$ cat src/rtl/mips_pkg.sv
// Shared definitions for the MIPS front end: fetch FSM encodings,
// the syscall word that can stop fetch, and the default reset address.
package mips_pkg;

    typedef enum logic [1:0] {
        FETCH = 2'd0,
        HOLD  = 2'd1,
        HALT  = 2'd2
    } fetch_state_t;

    localparam logic [31:0] SYSCALL_WORD     = 32'h0000_000C;
    localparam logic [31:0] DEFAULT_RESET_PC = 32'h0000_0000;

endpackage

$ cat src/rtl/fetch_pc_reg.sv
// Program counter: reset, then redirect load, then sequential +4 increment.
// Loaded addresses are word aligned by clearing bits [1:0].
module fetch_pc_reg
    import mips_pkg::*;
#(
    parameter int                ADDR_W   = 32,
    parameter logic [ADDR_W-1:0] RESET_PC = ADDR_W'(DEFAULT_RESET_PC)
) (
    input  logic              clock,
    input  logic              reset,
    input  logic              load,
    input  logic [ADDR_W-1:0] load_pc,
    input  logic              inc,
    output logic [ADDR_W-1:0] pc
);

    localparam logic [ADDR_W-1:0] ALIGN_MASK = ~ADDR_W'(3);

    logic [ADDR_W-1:0] load_aligned;

    assign load_aligned = load_pc & ALIGN_MASK;

    // Modular add: the top word wraps back to address 0.
    always_ff @(posedge clock) begin
        if (!reset) begin
            pc <= RESET_PC & ALIGN_MASK;
        end else if (load) begin
            pc <= load_aligned;
        end else if (inc) begin
            pc <= pc + ADDR_W'(4);
        end
    end

endmodule

$ cat src/rtl/fetch_ctrl.sv
// Instruction fetch controller with a single registered output slot.
// Define FETCH_CTRL_HALT_EN to stop fetching after a syscall is captured.
module fetch_ctrl
    import mips_pkg::*;
#(
    parameter int                ADDR_W   = 32,
    parameter logic [ADDR_W-1:0] RESET_PC = ADDR_W'(DEFAULT_RESET_PC)
) (
    input  logic              clock,
    input  logic              reset,
    output logic [ADDR_W-1:0] imem_addr,
    input  logic [ADDR_W-1:0] imem_data,
    output logic [ADDR_W-1:0] instr,
    output logic              instr_valid,
    input  logic              instr_ready,
    output logic [ADDR_W-1:0] instr_pc,
    input  logic              redirect,
    input  logic [ADDR_W-1:0] redirect_pc,
    output logic              halted
);

    fetch_state_t      state;
    logic [ADDR_W-1:0] pc;
    logic              slot_free;
    logic              take_redirect;
    logic              capture;
    logic              is_syscall;

    assign slot_free     = !instr_valid || instr_ready;
    assign take_redirect = redirect && (state != HALT);
    assign capture       = (state == FETCH) && !redirect && slot_free;
    assign imem_addr     = {2'b00, pc[ADDR_W-1:2]};

`ifdef FETCH_CTRL_HALT_EN
    assign is_syscall = (imem_data == ADDR_W'(SYSCALL_WORD));
`else
    assign is_syscall = 1'b0;
`endif

    fetch_pc_reg #(
        .ADDR_W   (ADDR_W),
        .RESET_PC (RESET_PC)
    ) u_pc (
        .clock   (clock),
        .reset   (reset),
        .load    (take_redirect),
        .load_pc (redirect_pc),
        .inc     (capture),
        .pc      (pc)
    );

    // Redirect flushes the slot; a coincident handshake has already consumed it.
    always_ff @(posedge clock) begin
        if (!reset) begin
            state       <= FETCH;
            instr       <= '0;
            instr_pc    <= '0;
            instr_valid <= 1'b0;
        end else begin
            case (state)
                FETCH: begin
                    if (redirect) begin
                        instr_valid <= 1'b0;
                    end else if (slot_free) begin
                        instr       <= imem_data;
                        instr_pc    <= pc;
                        instr_valid <= 1'b1;
                        if (is_syscall) state <= HALT;
                    end else begin
                        state <= HOLD;
                    end
                end
                HOLD: begin
                    if (redirect || instr_ready) begin
                        instr_valid <= 1'b0;
                        state       <= FETCH;
                    end
                end
                HALT: begin
                    // Syscall stays visible until decode takes it; nothing after.
                    if (instr_ready) instr_valid <= 1'b0;
                end
                default: state <= FETCH;
            endcase
        end
    end

`ifdef FETCH_CTRL_HALT_EN
    always_ff @(posedge clock) begin
        if (!reset) begin
            halted <= 1'b0;
        end else if (capture && is_syscall) begin
            halted <= 1'b1;
        end
    end
`else
    assign halted = 1'b0;
`endif

endmodule

$ cat config.mk
export PLATFORM = sky130hd
export DESIGN_NAME = fetch_ctrl
export DESIGN_NICKNAME = d
export VERILOG_FILES = /design/src/rtl/mips_pkg.sv /design/src/rtl/fetch_pc_reg.sv /design/src/rtl/fetch_ctrl.sv
export SDC_FILE = /design/constraint.sdc
export NUM_CORES = 1
export LEC_CHECK = 0
export BUFFER_PORTS_ARGS = -buffer_cell sky130_fd_sc_hd__buf_2
export CORE_AREA = 5 5 122 124
export CTS_CLUSTER_DIAMETER = 80
export DETAILED_ROUTE_END_ITERATION = 8
export DIE_AREA = 0 0 127 129
export GPL_TIMING_DRIVEN = 1
export PLACE_DENSITY = 0.61
export SETUP_SLACK_MARGIN = 0.3
export SLEW_MARGIN = 0
export SYNTH_ARGS = -nofsm -noshare
export SYNTH_HDL_FRONTEND = slang
export SYNTH_SLANG_ARGS = --single-unit
$ cat constraint.sdc
create_clock -name clock -period 2.45 [get_ports clock]
set_input_delay 0.3675 -clock clock [delete_from_list [all_inputs] [get_ports clock]]
set_output_delay 0.3675 -clock clock [all_outputs]
set_load 0.05 [all_outputs]
## Word-level counts from Yosys, hierarchy flattened

Cells that the tools add are included.

- Add/sub/neg operators: 1
- Equal/unequal tests: 8
- Multiplexer cells: 11
- Bitwise operators: 3
- Reductions and logical operators: 14

Operators by type and width:

| operator | number |
|---|---|
| $mux 32 | 2 |
| $add 32x3->32 const B | 1 |
| $ne 2x2->1 const B | 5 |
| $reduce_and 4->1 | 2 |
| $mux 2 | 3 |
| $pmux 2 s3 | 1 |
| $mux 1 | 4 |
| $logic_and 1x1->1 | 3 |
| $ne 3x3->1 const B | 1 |
| $not 1->1 | 3 |
| $pmux 1 s3 | 1 |
| $reduce_and 3->1 | 1 |
| $reduce_bool 3->1 | 1 |
| $eq 2x1->1 const B | 1 |
| $eq 2x2->1 const B | 1 |
| $logic_not 1->1 | 2 |
| $logic_not 2->1 | 1 |
| $logic_or 1x1->1 | 2 |
| $reduce_bool 2->1 | 1 |
| $reduce_or 2->1 | 1 |

- Bits in registers: 99
- Bits of input ports: 68
- Output and inout bits: 98

## Logic depth before layout (Yosys ltp)

Gate-level depths: netlist of the first run.

- Word-level depth: 5
- Depth in mapped cells: 7

## Hierarchy

From an unflattened synthesis of the first run, not the netlist that was laid out.

- Cells, all modules: 538
- Area, all modules: 4628.2 µm²

Modules (own cells, without submodules):

| module | times used | cells an instance | area each (µm²) |
|---|---|---|---|
| fetch_ctrl | 1 | 290 | 2705.1 |
| fetch_pc_reg | 1 | 248 | 1923.1 |

## Worst setup path after synthesis of the first run

OpenSTA, ideal clock, no wires.

- Path type: flip-flop to flip-flop
- Start point: register u_pc.pc[17]
- End point: register u_pc.pc[29]
- Library setup time: 0.074 ns
- Data arrival time: 2.068 ns
- Required time: 2.376 ns
- Path slack: 0.308 ns
- Cell stages (with the launch flop): 6
- Path buffers: 0
- Clock period less this slack: 2.142 ns
- Cells stage by stage: dfxtp_1 -> and4_4 -> and4_4 -> nand4_4 -> or4_1 -> a31oi_1

- Word-level cells in the longest chain between the ends: 3

RTL lines:

| item | line | text |
|---|---|---|
| start: declaration | fetch_pc_reg.sv:14 | `output logic [ADDR_W-1:0] pc` |
| start signal: assignment | fetch_pc_reg.sv:26 | `pc <= RESET_PC & ALIGN_MASK;` |
| start signal: assignment | fetch_pc_reg.sv:28 | `pc <= load_aligned;` |
| start signal: assignment | fetch_pc_reg.sv:30 | `pc <= pc + ADDR_W'(4);` |
| $add 32x3->32 | fetch_pc_reg.sv:30 |  |
| $mux 32 | fetch_pc_reg.sv:29 | `end else if (inc) begin` |
| $mux 32 | fetch_pc_reg.sv:27 | `end else if (load) begin` |

Every way passes these cells. The select of a mux whose other input is x is not followed.
A chain may end at the register's enable or synchronous reset.

## Worst setup path after layout of the first run

- Start point: register u_pc.pc[9]
- End point: register u_pc.pc[31]

The elaborated chain is that of the path after synthesis.

==> results.py, run 1 <==
metrics = {
    "outcome": {
        "status": "finished clean",
    },
    "synthesis": {
        "synth_xor_area_share_pct": 4.57,
        "synthSimpleGateAreaFrac_pct": 23.0,
        "ys.warnings.count": 0,
        "synth_edf_count": 0,
        "synth_compound_gate_area_share_pct": 20.5,
        "ys_ff_latch": 94,
        "synth_seq_area_share_pct": 46.7,
        "synth_cell_types": 37,
        "synth_commonest_cells": "nand2_1, dfxtp_1, a21boi_0",
        "syn_area_um2": 4030,
        "yosysTopAreaCell": "dfxtp_1",
        "yosysMostFrequentCell": "nand2_1",
        "synth_flop_cell": "dfxtp_1",
        "muxShareOfSynthArea_pct": 0.497,
        "synth_top_cell_area_share_pct": 46.7,
        "synth.area.top_cells": "dfxtp_1, nand2_1, a21boi_0, o21ai_0, clkbuf_1",
        "syn_area_per_cell_um2": 8.29,
        "post_synth_fa_ha_maj_area_fraction_pct": 0.311,
        "synthArstFlopShare_pct": 0,
        "synth_top_family_by_area": "simple AND/OR/NAND/NOR gates",
        "synthCells": 486,
    },
    "die": {
        "die_width_um": 127,
        "die_area_um2": 16400,
        "ios": 166,
        "start_util_pct": 29.5,
        "design.core.area_um2": 13700,
        "rows": 43,
        "die-height_um": 129,
    },
    "hold_path": {
        "hp-class": "in2reg",
    },
    "critical_path": {
        "worstReg2RegStart": "u_pc.pc[9]$_SDFFE_PN0P_",
        "r2r-end": "u_pc.pc[31]$_SDFFE_PN0P_",
        "rr_worst_depth": 5,
        "startpoint_type": "register",
        "crit_path_end": "u_pc.pc[31]$_SDFFE_PN0P_",
        "path_class": "reg2reg",
        "arrival_ns": 2.20,
        "cp_max_fo": 7,
        "reg2reg_slack_ns": 0.52,
        "crit_path_start": "u_pc.pc[9]$_SDFFE_PN0P_",
        "cp-end-kind": "register",
        "critPathRequiredTime_ns": 2.72,
    },
    "power": {
        "p_total_uw": 3830,
        "peakVddDrop_mv": 0.378,
        "power.leakage_uw": 0.00232,
        "powerDensity_nw_per_um2": 722,
    },
    "finish": {
        "postLayoutCellArea_um2": 5310,
        "final_layout_size_suffix_gt1_share_pct": 30.3,
        "antennaDiodeCount": 0,
        "fin_cells": 817,
        "nNetsFinal": 701,
        "area_delta_synth_final_pct": 31.8,
        "filler_cell_count": 1438,
    },
    "detailed_routing": {
        "drc": 0,
        "routed_wl_um": 11800,
        "vias": 3816,
        "drtIter0Drc": 151,
        "vias_per_cell": 4.67,
        "wl_per_cell_um": 14.4,
        "detail-route-antenna-nets": 0,
        "detail_route.first_pass.iterations": 4,
    },
    "clock_network": {
        "clkLatencyLatePin_ns": 0.35,
        "cts_setup_buffers": 0,
        "clock-sinks": 94,
        "cts-buffers-inserted": 9,
        "cts-root-buf": "clkbuf_16",
        "htree_levels": 3,
        "path_clk_slew_ns": 0.07,
        "cts_tree": "built",
        "cts_buffer_depth": 2,
    },
    "timing": {
        "maxSlewViolCount": 0,
        "slew_headroom_pct": 59.8,
        "min_period_ns": 1.93,
        "worst_slew_pin_slew_ns": 0.603,
        "rsz0062_at_grt": "false",
        "hold_viol": 0,
        "setup_violations": 0,
        "skew_ns": 0.0101,
        "fmax_mhz": 518,
        "min_period_over_period_pct": 78.8,
        "fin_setup_tns_ns": 0,
    },
    "place": {
        "gp_congestion": 0.774,
        "port_buffers": 158,
        "placed_area_um2": 5010,
        "dp.final_hpwl_um": 8800,
        "dp.cells": 801,
    },
    "global_route": {
        "grt_first_pass_wirelength_um": 18500,
        "grt_antenna_before_repair": 0,
        "grt_start_max_net_pins": 56,
        "grt_use_total_pct": 14.1,
        "grt_pass1_vias": 3635,
        "gr-total-overflow": 0,
    },
    "flow_run": {
        "cap_violations": 0,
    },
}
-- state kept, by name, indices dropped and copies added (netlist names) --
| register | count |
|---|---|
| u_pc.pc | 30 |
| instr_pc | 30 |
| instr_valid | 1 |
| instr | 32 |
| state | 1 |
-- per-layer routing --
layer	global-route usage (%)	up-vias	part of all wire, %
met3	4.69	15	8.1
li1	-	1933	-
met1	17.3	1748	44
met2	23.0	120	46
met4	5.49	0	1.7
met5	0	-	0
-- worst min-delay path by stage --
stage | start | endpoint | slack [ns] | cells past startpoint
2_1_floorplan | instr_ready | state[0]$_SDFFE_PN0P_ | 0.45 | 1
3_3_place_gp | instr[22]$_SDFFE_PN0P_ | instr[22]$_SDFFE_PN0P_ | 0.45 | 2
3_5_place_dp | instr_pc[14]$_SDFFE_PN0P_ | instr_pc[14]$_SDFFE_PN0P_ | 0.45 | 2
4_1_cts | instr_ready | state[0]$_SDFFE_PN0P_ | 0.20 | 2
5_1_grt | instr_ready | state[0]$_SDFFE_PN0P_ | 0.21 | 2
6_report | instr_ready | state[0]$_SDFFE_PN0P_ | 0.22 | 2
-- logic make-up after synthesis --
family / count (synthesis)
and+or+nand+nor: 201
AOI/OAI and AO/OA: 125
DFF: 94
buffers and inverters: 41
xor gates and xnor gates: 21
muxes: 2
adders and majority gates: 1
other: 1
-- where the power goes --
group,switching [uW],internal [uW]
sequential,78.3,1620
combinational,527,194
clock,620,797
-- cells in the final DEF, fill, tap and decap left out, types with 2 or more instances in the layout --
cell type,Yosys,routed
a21boi_0,62,62
a21oi_1,19,19
a31oi_1,6,6
and2_1,3,2
and3_1,5,5
and4_4,2,2
buf_12,0,2
buf_2,1,158
buf_4,5,8
clkbuf_16,0,9
clkinvlp_4,0,3
conb_1,1,5
dfxtp_1,94,94
inv_1,4,4
mux2i_1,2,2
nand2_1,143,142
nand2_2,1,2
nand2b_1,2,2
nand3_1,8,8
nand4_1,7,7
nor2_1,4,4
nor3_1,6,5
nor3_2,1,2
nor4_1,5,5
o211a_1,4,4
o21ai_0,28,28
o31ai_1,4,4
or3_1,4,4
or4_1,5,5
xnor2_1,9,9
xor2_1,12,12
-- metrics by stage --
stage / util, % / worst slack [ns] / hold slack, ns
CTS: 38.8 / 0.493 / 0.205
global route: 38.8 / 0.335 / 0.214
global placement: 36.7 / 0.555 / 0.446
finish: 38.8 / 0.519 / 0.217
detailed placement: 36.7 / 0.433 / 0.454
floorplan: - / 0.308 / 0.447
-- cell type report --
type / instances / area, um^2 / area share (%)
Tap cell: 180 / 225 / 4.24
Sequential cell: 94 / 1880 / 35.4
Multi-Input combinational cell: 355 / 2000 / 37.6
Inverter: 4 / 15.0 / 0.283
Clock buffer: 10 / 229 / 4.31
Clock inverter: 6 / 70.1 / 1.32
Timing Repair Buffer: 168 / 891 / 16.8
-- what timing repair did --
item | in CTS | in global routing
endpoints found under the setup margin | 0 | 1
resized for setup | 0 | 1
hold buffers | 0 | 0
-- worst max-delay path, cell delays in order (launching register included) --
cell and delay, ns:
dfxtp_1 0.47, nand3_2 0.16, nor3b_4 0.37, nand2_2 0.17, or4_1 0.52, a31oi_1 0.16
Note: power is estimated with default switching activity, not from simulation.
==> run 2: changes to the inputs <==
clock period = 1.8 ns   (was 2.45 ns; I/O delays follow)
==> run 2 against run 1 <==
Against the previous run:
- clock skew fell by 0.0015 ns
- critical path depth rose by 2
- total power rose by 45%
- global-route usage rose by 1.5 points
- flip-flop and latch count did not move
- die area did not move
- setup slack got worse by 0.40 ns
- maximum frequency rose by 15%
- final area rose by 20%
- combinational power rose by 69%
- final cell count rose by 7.0%
==> results.py, run 2 (same netlist as run 1, synthesis figures left out) <==
metrics = {
    "die": {
        "die-height_um": 129,
        "design.core.area_um2": 13700,
        "start_util_pct": 29.5,
        "die_width_um": 127,
        "die_area_um2": 16400,
        "ios": 166,
        "rows": 43,
    },
    "global_route": {
        "busiest_layer": "met2",
        "grt_start_max_net_pins": 94,
        "grt_use_total_pct": 15.6,
        "grtUsageMet1_pct": 18.8,
        "grt_pass1_vias": 4196,
        "grt_use_met3_pct": 4.57,
        "gr-total-overflow": 0,
        "grt_first_pass_wirelength_um": 20500,
        "grt.met2_usage_pct": 25.9,
        "grt_antenna_before_repair": 0,
    },
    "detailed_routing": {
        "detail-route-antenna-nets": 0,
        "vias_per_cell": 4.77,
        "wl_per_cell_um": 16.1,
        "detail_route.first_pass.iterations": 4,
        "drc": 0,
        "drtIter0Drc": 180,
        "vias": 4168,
        "routed_wl_um": 14000,
    },
    "critical_path": {
        "rr_worst_depth": 7,
        "worstReg2RegStart": "u_pc.pc[15]$_SDFFE_PN0P_",
        "crit_buf_inv": 2,
        "path_class": "reg2reg",
        "reg2reg_slack_ns": 0.12,
        "slowest_stage": "or4_4",
        "cp_max_fo": 5,
        "max_stage_delay_ns": 0.47,
        "crit_chain": "and3_4, nor3b_4, buf_6, buf_12, nand2_8, or4_4, a31oi_1",
        "arrival_ns": 1.96,
        "critPathRequiredTime_ns": 2.07,
        "cp-end-kind": "register",
        "r2r-end": "u_pc.pc[31]$_SDFFE_PN0P_",
        "critPathTopFamily": "simple AND/OR/NAND/NOR gates",
        "startpoint_type": "register",
    },
    "outcome": {
        "status": "finished clean",
    },
    "power": {
        "seqPwrFrac_pct": 41.1,
        "powerDensity_nw_per_um2": 873,
        "power_frac_comb_pct": 21.8,
        "power.leakage_uw": 0.00289,
        "p_sw_uw": 1730,
        "p_int_uw": 3840,
        "peakVddDrop_mv": 0.528,
        "swShare_pct": 31.0,
        "pwr-share-clk_pct": 37.1,
    },
    "timing": {
        "min_period_ns": 1.68,
        "setup_violations": 0,
        "rsz0062_at_grt": "true",
        "hold_viol": 0,
        "fmax_mhz": 594,
        "skew_ns": 0.00861,
        "min_period_over_period_pct": 93.6,
        "maxSlewViolCount": 0,
        "fin_setup_tns_ns": 0,
    },
    "finish": {
        "top_register": "instr",
        "area_delta_synth_final_pct": 58.4,
        "layout_common_cells": "buf_2, nand2_1, dfxtp_1, buf_4, a21boi_0",
        "fin_cells": 874,
        "final_layout_size_suffix_gt1_share_pct": 46.7,
        "largest_register_ffs": 32,
        "final_common_cell": "buf_2",
        "nNetsFinal": 758,
        "antennaDiodeCount": 0,
        "reg_top3": "instr: 32 flops, instr_pc: 30 flops, u_pc.pc: 30 flops",
    },
    "hold_path": {
        "min_to": "u_pc.pc[4]$_SDFFE_PN0P_",
        "hp-start": "redirect_pc[4]",
        "hp-class": "in2reg",
        "holdPathStages": 2,
    },
    "clock_network": {
        "path_clk_slew_ns": 0.07,
        "clock-sinks": 94,
        "htree_levels": 3,
        "clkLatencyLatePin_ns": 0.35,
        "cts-buffers-inserted": 9,
        "cts_buffer_depth": 2,
        "cts-root-buf": "clkbuf_16",
        "cts_tree": "built",
    },
    "flow_run": {
        "cap_violations": 0,
    },
    "place": {
        "dp.cells": 812,
        "port_buffers": 158,
        "gp_congestion": 0.753,
        "dp.final_hpwl_um": 8980,
    },
}
[run 2: cell count changes in the layout (fill, tap and decap cells not counted), sizes merged]
cell,change
buf,+52
bufinv,+1
clkinvlp,-2
clkinv,+2
clkbuf,+5
inv,-1
[run 2: layer usage]
| layer | wire length, um | up-vias | share of wire [%] |
|---|---|---|---|
| li1 | - | 2057 | - |
| met1 | 6080 | 1939 | 43 |
| met2 | 6690 | 144 | 48 |
| met3 | 925 | 28 | 6.6 |
| met4 | 330 | 0 | 2.4 |
| met5 | 0 | - | 0 |
[run 2: final cells by class]
class,count,area (um^2)
clock buffer,10,239
clock inverter,6,85.1
fill,1329,7280
inverter,4,17.5
multi-input combinational,355,2330
sequential,94,1960
tap,180,225
timing repair buffer,225,1520
[run 2: how the worst max path moves through the flow]
stage                                   from                        to  slack [ns]  depth (start not counted)
floorplan           u_pc.pc[14]$_SDFFE_PN0P_  u_pc.pc[29]$_SDFFE_PN0P_        0.02                          5
global placement    u_pc.pc[16]$_SDFFE_PN0P_  u_pc.pc[31]$_SDFFE_PN0P_        0.04                          5
CTS                 u_pc.pc[16]$_SDFFE_PN0P_  u_pc.pc[29]$_SDFFE_PN0P_        0.12                          6
detailed placement  u_pc.pc[16]$_SDFFE_PN0P_  u_pc.pc[29]$_SDFFE_PN0P_        0.02                          5
global route        u_pc.pc[15]$_SDFFE_PN0P_  u_pc.pc[31]$_SDFFE_PN0P_        0.06                          7
finish              u_pc.pc[15]$_SDFFE_PN0P_  u_pc.pc[31]$_SDFFE_PN0P_        0.12                          7
[run 2: worst register-to-register path: cells and delay by family, from the launching register on]
kind,cells,cell delay (ns)
compound gates,1,0.13
buf+inv,2,0.26
flops,1,0.35
simple gates,4,0.88
[run 2: power by group through the flow]
stage | Combinational [uW] | Sequential, uW | Clock (uW)
finish | 1220 | 2290 | 2070
global route | 1290 | 2310 | 2230
CTS | 1100 | 2290 | 2140
detailed placement | 1030 | 2340 | 0
global placement | 1020 | 2330 | 0
floorplan | 303 | 2760 | 0
[run 2: metrics by stage]
stage               power, uW  area, um^2  utilization [%]  hold slack (ns)  worst slack [ns]
floorplan                3060        4190                -            0.349            0.0160
global placement         3350        5240             38.3            0.446            0.0425
detailed placement       3370        5240             38.3            0.453            0.0158
CTS                      5520        5980             43.7            0.127             0.118
global route             5830        6380             46.7            0.133            0.0584
finish                   5570        6380             46.7            0.146             0.115
[run 2: timing repair]
item                                    4_1_cts  5_1_grt
gates cloned                                  0        6
hold buffers                                  0        0
hold endpoints to repair                      0        0
setup buffers                                28       12
gates resized for setup                      39       73
pin swaps                                    28       37
endpoints found under the setup margin       25       72
==> run 3: changes to the inputs <==
REMOVE_ABC_BUFFERS = 1   (was default)
==> run 3 against run 2 <==
Against the previous run:
- final area fell by 8.2%
- sequential power hardly changed
- clock skew grew 0.00079 ns
- highest routed layer unchanged
==> results.py, run 3 (same netlist as run 1, synthesis figures left out) <==
metrics = {
    "clock_network": {
        "clkLatencyLatePin_ns": 0.35,
        "cts_tree": "built",
        "cts-buffers-inserted": 9,
        "clock-sinks": 94,
        "cts_buffer_depth": 2,
        "htree_levels": 3,
        "cts-root-buf": "clkbuf_16",
        "path_clk_slew_ns": 0.07,
    },
    "detailed_routing": {
        "routed_wl_um": 13400,
        "drtIter0Drc": 156,
        "drc": 0,
        "detail_route.first_pass.iterations": 4,
        "vias_per_cell": 4.76,
        "detail-route-antenna-nets": 0,
        "wl_per_cell_um": 15.7,
        "vias": 4058,
    },
    "critical_path": {
        "cp_max_fo": 5,
        "startpoint_type": "register",
        "arrival_ns": 1.94,
        "critPathRequiredTime_ns": 2.03,
        "path_class": "reg2reg",
        "cp-end-kind": "register",
    },
    "die": {
        "ios": 166,
        "die_width_um": 127,
        "design.core.area_um2": 13700,
        "die_area_um2": 16400,
        "die-height_um": 129,
        "rows": 43,
        "start_util_pct": 29.5,
    },
    "finish": {
        "postLayoutCellArea_um2": 5860,
        "final_layout_size_suffix_gt1_share_pct": 39.8,
        "nNetsFinal": 737,
        "top_register": "instr",
        "largest_register_ffs": 32,
        "layout_common_cells": "buf_2, nand2_1, dfxtp_1, a21boi_0, buf_4",
        "final_util_pct": 42.9,
        "reg_top3": "instr: 32 flops, instr_pc: 30 flops, u_pc.pc: 30 flops",
        "antennaDiodeCount": 0,
        "final_common_cell": "buf_2",
        "area_delta_synth_final_pct": 45.4,
    },
    "place": {
        "port_buffers": 158,
        "gp_congestion": 0.829,
        "placed_area_um2": 5210,
        "dpl_worst_slack_ns": 0.00452,
        "dp.final_hpwl_um": 8990,
    },
    "power": {
        "peakVddDrop_mv": 0.465,
        "power.leakage_uw": 0.00264,
        "p_total_uw": 5210,
        "pwr-share-clk_pct": 34.1,
        "power_frac_comb_pct": 22.0,
        "p_int_uw": 3520,
        "swShare_pct": 32.4,
        "powerDensity_nw_per_um2": 889,
        "seqPwrFrac_pct": 43.9,
        "p_sw_uw": 1690,
    },
    "timing": {
        "hold_viol": 0,
        "min_period_over_period_pct": 94.9,
        "fin_hold_ws_ns": 0.141,
        "skew_ns": 0.00939,
        "rsz0062_at_grt": "true",
        "setup_violations": 0,
        "finalWorstSetupSlack_ns": 0.0920,
        "min_period_ns": 1.71,
        "maxSlewViolCount": 0,
        "fmax_mhz": 585,
    },
    "global_route": {
        "grt_use_total_pct": 15.2,
        "gr-total-overflow": 0,
        "grt_antenna_before_repair": 0,
        "grt_first_pass_wirelength_um": 19800,
        "grt_start_max_net_pins": 57,
        "grt_pass1_vias": 4046,
    },
    "hold_path": {
        "hp-class": "in2reg",
    },
    "outcome": {
        "status": "finished clean",
    },
    "flow_run": {
        "cap_violations": 0,
    },
}
## run 3: cell count changes in the layout (fill, tap and decap cells not counted), moves of 6 or more
cell,before,now
a21boi_0,35,50
nand2_1,131,139
a21boi_1,20,12
a21boi_2,7,0
nand2_4,8,1
buf_4,39,31
buf_6,16,9
dfxtp_1,68,79
dfxtp_4,19,2
dfxtp_2,7,13
## run 3: worst paths after layout
kind / from / cells past startpoint / slack [ns] / end
max: u_pc.pc[3]$_SDFFE_PN0P_ / 5 / 0.09 / u_pc.pc[23]$_SDFFE_PN0P_
min: redirect_pc[2] / 2 / 0.14 / u_pc.pc[2]$_SDFFE_PN0P_
max reg2reg: u_pc.pc[3]$_SDFFE_PN0P_ / 5 / 0.09 / u_pc.pc[23]$_SDFFE_PN0P_
min reg2reg: instr_pc[25]$_SDFFE_PN0P_ / 2 / 0.45 / instr_pc[25]$_SDFFE_PN0P_
## run 3: cell type report
cell class | count | area (um^2)
clock inverters | 4 | 22.5
repair buffers | 204 | 1250
well taps | 180 | 225
inverters | 4 | 15.0
fillers | 1412 | 7810
clock buffers | 12 | 246
multi-input cells | 355 | 2190
flip-flops and latches | 94 | 1910
## run 3: per-layer routing
metal  global-route usage (%)  wire length, um  part of all wire (%)  vias to the layer above
li1                         -                -                     -                     2013
met1                     17.9             5790                    43                     1877
met2                     25.0             6240                    47                      145
met3                     5.11             1080                   8.1                       23
met4                     6.94              293                   2.2                        0
met5                        0                0                     0                        -
## run 3: timing repair
| action | 4_1_cts | 5_1_grt |
|---|---|---|
| hold buffers | 0 | 0 |
| gates cloned | 0 | 4 |
| resized for setup | 35 | 44 |
| pin swaps | 12 | 20 |
| endpoints found under the setup margin | 30 | 73 |
| setup buffers | 4 | 3 |
## run 3: power by group through the flow
stage / Combinational, uW / Sequential (uW) / Clock, uW
final: 1140 / 2290 / 1780
after global routing: 1220 / 2300 / 1940
after CTS: 1090 / 2280 / 1840
after detailed placement: 1080 / 2330 / 0
after global placement: 1070 / 2320 / 0
after floorplan: 258 / 2760 / 0
## run 3: per-stage QoR
step | TNS (ns) | std cells
after floorplan | -149.76 | 453
after global placement | 0 | 826
after detailed placement | 0 | 826
after CTS | 0 | 846
after global routing | 0 | 853
final | 0 | 853
## run 3: critical path, cell delays in order (launching register included)
cell	delay, ns
dfxtp_4	0.38
nand2_2	0.09
or3_4	0.42
or4_4	0.44
xor2_1	0.17
a21oi_1	0.09
